File: src/rtl/sram_port_arbiter_pkg.sv
// Shared types and constants for the SRAM port arbiter.
package sram_port_arbiter_pkg;

  localparam int unsigned SramAddrW = 18;
  localparam int unsigned SramDataW = 16;
  localparam int unsigned CntW      = 4;

  // Access sequencer states.
  typedef enum logic [2:0] {
    StIdle,
    StRead,
    StWrSetup,
    StWrPulse,
    StWrHold,
    StDone
  } seq_state_e;

  // Which pipeline port owns the current access.
  typedef enum logic {
    OwnerIf   = 1'b0,
    OwnerData = 1'b1
  } owner_e;

  // Round-robin pick: a lone requester wins; on contention the port not granted last time wins.
  function automatic owner_e rr_pick(input logic if_req, input logic mem_req, input owner_e last);
    if (if_req && mem_req) begin
      return (last == OwnerData) ? OwnerIf : OwnerData;
    end else if (mem_req) begin
      return OwnerData;
    end else begin
      return OwnerIf;
    end
  endfunction

endpackage

File: src/rtl/sram_port_arbiter_access_seq.sv
// SRAM strobe sequencer: steps one read or write through the strobe timing and reports completion.
module sram_port_arbiter_access_seq
  import sram_port_arbiter_pkg::*;
#(
  parameter int unsigned WAIT_CYCLES = 1
) (
  input  logic clk_i,
  input  logic rst_ni,
  input  logic start_i,    // only honoured while idle_o
  input  logic we_i,       // 1 = write access
  output logic idle_o,
  output logic sample_o,   // last read cycle: capture SRAM data this edge
  output logic done_o,     // access finishes this edge, ack goes out next cycle
  output logic ce_n_o,
  output logic oe_n_o,
  output logic we_n_o,
  output logic dout_en_o
);

  localparam logic [CntW-1:0] WaitCnt = CntW'(WAIT_CYCLES);

  seq_state_e state_q, state_d;
  logic [CntW-1:0] cnt_q, cnt_d;
  logic ce_n_q, ce_n_d, oe_n_q, oe_n_d, we_n_q, we_n_d, dout_en_q, dout_en_d;

  // Next-state and wait-counter logic.
  always_comb begin
    state_d  = state_q;
    cnt_d    = cnt_q;
    sample_o = 1'b0;
    done_o   = 1'b0;
    unique case (state_q)
      StIdle: begin
        if (start_i) begin
          if (we_i) begin
            state_d = StWrSetup;
          end else begin
            state_d = StRead;
            cnt_d   = WaitCnt;
          end
        end
      end
      StRead: begin
        if (cnt_q == '0) begin
          sample_o = 1'b1;
          done_o   = 1'b1;
          state_d  = StDone;
        end else begin
          cnt_d = cnt_q - 1'b1;
        end
      end
      StWrSetup: begin
        state_d = StWrPulse;
        cnt_d   = WaitCnt;
      end
      StWrPulse: begin
        if (cnt_q == '0) begin
          state_d = StWrHold;
        end else begin
          cnt_d = cnt_q - 1'b1;
        end
      end
      StWrHold: begin
        done_o  = 1'b1;
        state_d = StDone;
      end
      StDone:  state_d = StIdle;
      default: state_d = StIdle;
    endcase
  end

  // Strobes are decoded from the next state so the registered pins line up with state_q.
  always_comb begin
    ce_n_d    = 1'b1;
    oe_n_d    = 1'b1;
    we_n_d    = 1'b1;
    dout_en_d = 1'b0;
    unique case (state_d)
      StRead: begin
        ce_n_d = 1'b0;
        oe_n_d = 1'b0;
      end
      StWrSetup, StWrHold: begin
        ce_n_d    = 1'b0;
        dout_en_d = 1'b1;
      end
      StWrPulse: begin
        ce_n_d    = 1'b0;
        we_n_d    = 1'b0;
        dout_en_d = 1'b1;
      end
      default: ;
    endcase
  end

  // State, counter and strobe registers; reset releases the bus immediately.
  always_ff @(posedge clk_i or negedge rst_ni) begin
    if (!rst_ni) begin
      state_q   <= StIdle;
      cnt_q     <= '0;
      ce_n_q    <= 1'b1;
      oe_n_q    <= 1'b1;
      we_n_q    <= 1'b1;
      dout_en_q <= 1'b0;
    end else begin
      state_q   <= state_d;
      cnt_q     <= cnt_d;
      ce_n_q    <= ce_n_d;
      oe_n_q    <= oe_n_d;
      we_n_q    <= we_n_d;
      dout_en_q <= dout_en_d;
    end
  end

  assign idle_o    = (state_q == StIdle);
  assign ce_n_o    = ce_n_q;
  assign oe_n_o    = oe_n_q;
  assign we_n_o    = we_n_q;
  assign dout_en_o = dout_en_q;

endmodule

File: src/rtl/sram_port_arbiter.sv
// Shares one external SRAM between the fetch and memory stages with round-robin arbitration.
module sram_port_arbiter
  import sram_port_arbiter_pkg::*;
#(
  parameter int unsigned ADDR_W      = SramAddrW,
  parameter int unsigned DATA_W      = SramDataW,
  parameter int unsigned WAIT_CYCLES = 1
) (
  input  logic              clk,
  input  logic              rst,
  input  logic              if_req,
  input  logic [ADDR_W-1:0] if_addr,
  output logic [DATA_W-1:0] if_rdata,
  output logic              if_ack,
  input  logic              mem_req,
  input  logic              mem_we,
  input  logic [ADDR_W-1:0] mem_addr,
  input  logic [DATA_W-1:0] mem_wdata,
  output logic [DATA_W-1:0] mem_rdata,
  output logic              mem_ack,
  output logic              stall_if,
  output logic [ADDR_W-1:0] sram_addr,
  output logic [DATA_W-1:0] sram_dout,
  output logic              sram_dout_en,
  input  logic [DATA_W-1:0] sram_din,
  output logic              sram_ce_n,
  output logic              sram_oe_n,
  output logic              sram_we_n
);

  logic   seq_idle, seq_sample, seq_done;
  logic   start, start_we;
  owner_e gnt_owner;
  owner_e owner_q, owner_d, last_grant_q, last_grant_d;

  logic [ADDR_W-1:0] addr_q, addr_d;
  logic [DATA_W-1:0] dout_q, dout_d;
  logic [DATA_W-1:0] if_rdata_q, if_rdata_d, mem_rdata_q, mem_rdata_d;
  logic              if_ack_q, if_ack_d, mem_ack_q, mem_ack_d;

  // Arbitration: only evaluated while the sequencer is idle.
  always_comb begin
    gnt_owner = rr_pick(if_req, mem_req, last_grant_q);
    start     = seq_idle & (if_req | mem_req);
    start_we  = (gnt_owner == OwnerData) & mem_we;
  end

  // Latch the granted request and route read data / acks back to the owner.
  always_comb begin
    owner_d      = owner_q;
    last_grant_d = last_grant_q;
    addr_d       = addr_q;
    dout_d       = dout_q;
    if_rdata_d   = if_rdata_q;
    mem_rdata_d  = mem_rdata_q;
    if_ack_d     = 1'b0;
    mem_ack_d    = 1'b0;
    if (start) begin
      owner_d      = gnt_owner;
      last_grant_d = gnt_owner;
      addr_d       = (gnt_owner == OwnerData) ? mem_addr : if_addr;
      if (start_we) begin
        dout_d = mem_wdata;
      end
    end
    if (seq_sample) begin
      if (owner_q == OwnerIf) begin
        if_rdata_d = sram_din;
      end else begin
        mem_rdata_d = sram_din;
      end
    end
    if (seq_done) begin
      if (owner_q == OwnerIf) begin
        if_ack_d = 1'b1;
      end else begin
        mem_ack_d = 1'b1;
      end
    end
  end

  // Arbiter and return-path registers.
  always_ff @(posedge clk or negedge rst) begin
    if (!rst) begin
      owner_q      <= OwnerIf;
      last_grant_q <= OwnerData;
      addr_q       <= '0;
      dout_q       <= '0;
      if_rdata_q   <= '0;
      mem_rdata_q  <= '0;
      if_ack_q     <= 1'b0;
      mem_ack_q    <= 1'b0;
    end else begin
      owner_q      <= owner_d;
      last_grant_q <= last_grant_d;
      addr_q       <= addr_d;
      dout_q       <= dout_d;
      if_rdata_q   <= if_rdata_d;
      mem_rdata_q  <= mem_rdata_d;
      if_ack_q     <= if_ack_d;
      mem_ack_q    <= mem_ack_d;
    end
  end

  sram_port_arbiter_access_seq #(
    .WAIT_CYCLES(WAIT_CYCLES)
  ) u_seq (
    .clk_i    (clk),
    .rst_ni   (rst),
    .start_i  (start),
    .we_i     (start_we),
    .idle_o   (seq_idle),
    .sample_o (seq_sample),
    .done_o   (seq_done),
    .ce_n_o   (sram_ce_n),
    .oe_n_o   (sram_oe_n),
    .we_n_o   (sram_we_n),
    .dout_en_o(sram_dout_en)
  );

  assign if_rdata  = if_rdata_q;
  assign if_ack    = if_ack_q;
  assign mem_rdata = mem_rdata_q;
  assign mem_ack   = mem_ack_q;
  assign sram_addr = addr_q;
  assign sram_dout = dout_q;
  // Fetch stalls until its ack cycle.
  assign stall_if  = if_req & ~if_ack_q;

endmodule

File: config.mk
export PLATFORM = sky130hd
export DESIGN_NAME = sram_port_arbiter
export DESIGN_NICKNAME = d
export VERILOG_FILES = /design/src/rtl/sram_port_arbiter_pkg.sv /design/src/rtl/sram_port_arbiter_access_seq.sv /design/src/rtl/sram_port_arbiter.sv
export SDC_FILE = /design/constraint.sdc
export NUM_CORES = 1
export LEC_CHECK = 0
export CORE_MARGIN = 2
export CORE_UTILIZATION = 40
export CTS_CLUSTER_SIZE = 40
export DETAILED_ROUTE_END_ITERATION = 6
export HOLD_SLACK_MARGIN = 0.08
export PLACE_DENSITY = 0.77
export REMOVE_ABC_BUFFERS = 1
export SYNTH_ARGS = -nofsm -noshare
export SYNTH_HDL_FRONTEND = slang
export SYNTH_HIERARCHICAL = 1
export SYNTH_SLANG_ARGS = --single-unit
File: constraint.sdc
create_clock -name clk -period 3.55 [get_ports clk]
set_clock_uncertainty 0.1 [all_clocks]
set_input_delay 0.5325 -clock clk [delete_from_list [all_inputs] [get_ports clk]]
set_output_delay 0.5325 -clock clk [all_outputs]
set_load 0.005 [all_outputs]
==> metrics.md <==
| Metric | Value |
|---|---|
| Overall power | 4.36 mW |
| Outcome | complete, no violations |
| Longest Clk Path Bufs | 2 |
| Min cycle time layout | between 2 and 2.5 ns |
| Starting density of the core | ~41% |
| Die Span X | between 90 and 100 um |
| Largest net degree at the start of global routing | just over 80 |
| DRT iter0 DRCs | between 80 and 90 |
| Most common cell after layout, fill and taps aside | clkdlybuf4s50_1 |
| Initial antenna violation count | 0 |
| CTS clock-pin slew for the worst setup and hold paths | roughly 0.09 ns |
| Distinct cells, synth | 33 |
| Post-route setup slack | between 1 and 1.5 ns |
| Post-synth ARST share | 100% |
| Final period util | ~68% |
| Crit-path slowest cell | clkdlybuf4s50_1 |
| Die span in y | 95.5 um |
| CP peak stage delay | approximately 0.56 ns |
| Final Core Density | 62.7% |
| Fmax achieved | around 420 MHz |
| Relative max-transition margin | between 30% and 40% |
| CP startpoint kind | primary input |
| Buffers plus inverters on the worst setup path | 2 |
| WL final | between 7 and 8 mm |
| Leak | ~2.2 nW |
| DR WL/cell | between 10 and 15 um |
| Buffers on Ports | 145 |
| Placed Cells | between 500 and 600 |
| DR vias | around 2,600 |
| Boundary Pins | about 150 |
| Worst EP required | ~3 ns |
| Syn Area/Cell | ~12 um^2 |
| Post-DP HPWL | ~5.6 mm |
| Most frequent cells in the layout | 144 x clkdlybuf4s50_1, 77 x dfrtp_1, 40 x a21oi_1 |
| Critical path launch point | if_req |
| Total power per unit cell area | 851 nW/um^2 |
| Adder-cell share of the synthesized area | 0.373% |
| RR Endpoint | mem_rdata[5]$_DFFE_PN0P_ |
| Final setup vio count | 0 |
| Yosys warnings | 6 |
| Pre-CTS setup slack | around 0.87 ns |
| Ant diodes | 0 |
| Fin. Hold Viols | 0 |
| Xor/xnor share of the synthesized area | 0% |
| Post-CTS resize count | 0 |
| Finished Layout Cells | approximately 530 |
| Cell area after synthesis | between 3000 and 4000 um^2 |
| Reg2Reg Depth | 7 |
| Area growth from synthesis to layout | 53.0% |
| Post-synthesis mux area share | between 10% and 20% |
| Clock latency on the worst-skew pair | roughly 0.34 ns |
| Crit-path cells | clkdlybuf4s50_1 -> nor2b_1 -> clkdlybuf4s50_1 |
| Max cap viols | 0 |
| Pins Over Slew Limit | 0 |
| Most common cell on crit path | clkdlybuf4s50_1 |
| CTS tree | yes |
| Die area | ~9000 um^2 |
| GRT Total Usage | between 15 and 20% |
| Critical Path Sink | stall_if |
| Hold Crit Class | primary input to asynchronous set/reset pin |
| R2R setup slack | roughly 1.3 ns |
| FF+latch count, synth | 81 |
| Delay-heaviest family, CP | buffers and inverters |
| VDD IR-drop max | between 0.0003 and 0.0004 V |
| First-pass iteration count of the detailed router | 4 |
| Post-CTS Hold Buffers | 0 |
| Tightest Pin Transition | between 0.9 and 1 ns |
| Drt via density | slightly below 5 |
| Critical Path Stages | 3 |
| NumNets Final | around 500 |
| Vias in the first global route | around 2,600 |
| Num CTS Buffers | 9 |
| Largest family of logic cells by synthesized area | multiplexers |
| Grt ovf | 0 |
| H-tree depth | 3 |
| Core Region | between 8000 and 9000 um^2 |
| Synth Area in Compound Gates | roughly a tenth |
| Worst EP arrival | around 1.8 ns |
| CP endpoint kind | primary output |
| Register area share after synthesis | approximately 61% |
| FILL cells | 664 |
| Row count | 33 |
| Post-Synthesis Cells | around 270 |
| GPL Wtd Cong | 0.813 |
| FF-to-FF Start | u_seq/cnt_q[0]$_DFFE_PN0P_ |
| Setup TNS | 0 ns |
| Critical path fanouts, max | 5 |
| Synth Flop Type | dfrtp_1 |
| RSZ-0062 raised after global routing | no |
| Share of cells above drive strength 1 | between 10% and 20% |
| Clock Sink Count | about 80 |
| Post-Synth Simple-Gate Area | a little under a tenth |
| Root buffer cell | clkbuf_8 |
| Post-route DRC violation count | 0 |
| Global-route wire length before repair | 12.4 mm |
| Post-synth EDFFs | 0 |
| Setup CP Type | primary input to primary output |
| DRT antenna net count | 0 |
| Setup Buffers After CTS | 0 |
cells in the mapped netlist, types with 2 or more instances:
master	instances	area, um^2
mux2_2	38	428
dfstp_2	4	105
nor3_1	2	10.0
nand2_1	26	97.6
a21oi_1	40	200
dfrtp_1	77	1930
buf_2	11	55.1
o21ai_0	2	10.0
nand2b_1	3	18.8
a31oi_1	3	18.8
and2_1	3	18.8
nor2b_1	3	18.8
mux2_4	10	150
inv_1	5	18.8
nor2_1	26	97.6
cell type report:
type | count | area [um^2] | share of cell area, %
timing repair buffer | 150 | 1490 | 29.0
tap | 105 | 131 | 2.56
clock buffer | 12 | 155 | 3.03
multi-input combinational | 171 | 1230 | 23.9
inverter | 6 | 22.5 | 0.439
sequential | 81 | 2030 | 39.6
clock inverter | 4 | 73.8 | 1.44
state kept, by name (all words and copies together) (netlist names):
register         count
sram_dout           16
mem_ack              1
mem_rdata           16
u_seq/we_n_o         1
u_seq/ce_n_o         1
u_seq/oe_n_o         1
sram_addr           18
last_grant_q         1
u_seq/state_q        3
u_seq/cnt_q          4
u_seq/dout_en_o      1
owner_q              1
if_ack               1
if_rdata            16
cell families (layout without fill, tap and decap cells):
| kind of cell | Yosys count | after routing |
|---|---|---|
| flip-flops | 81 | 81 |
| AND/OR/NAND/NOR | 68 | 68 |
| multiplexers | 49 | 49 |
| AO/OA/AOI/OAI | 53 | 53 |
| buffers and inverters | 19 | 172 |
| adder cells (fa/ha/maj) | 1 | 1 |
metrics by stage:
step                cell area, um^2  hold slack (ns)
finish                         5130            0.261
global route                   5130            0.337
CTS                            5130            0.292
detailed placement             4900            0.394
global placement               4900            0.387
floorplan                      3280            0.137
worst min path at each step:
stage / start / end / slack [ns] / depth (start not counted)
after floorplan: rst / if_ack$_DFF_PN0_ / 0.14 / 0
after global placement: mem_rdata[8]$_DFFE_PN0P_ / mem_rdata[8]$_DFFE_PN0P_ / 0.39 / 1
after detailed placement: mem_rdata[10]$_DFFE_PN0P_ / mem_rdata[10]$_DFFE_PN0P_ / 0.39 / 1
after CTS: rst / sram_addr[8]$_DFFE_PN0P_ / 0.29 / 1
after global routing: rst / sram_addr[8]$_DFFE_PN0P_ / 0.34 / 1
final: rst / mem_rdata[1]$_DFFE_PN0P_ / 0.26 / 1
power breakdown:
part           internal [mW]  total, mW  switching, mW
Sequential              1.40       1.67          0.273
Combinational           1.25       1.94          0.685
Clock                  0.437      0.755          0.318
layer usage:
layer	up-vias	GRT usage [%]	part of all wire [%]
li1	1224	-	-
met1	1215	23.3	44
met2	101	27.7	47
met3	16	4.90	7.0
met4	0	7.98	2.1
met5	-	0	0
No activity file was read; power rests on OpenSTA's default activity.
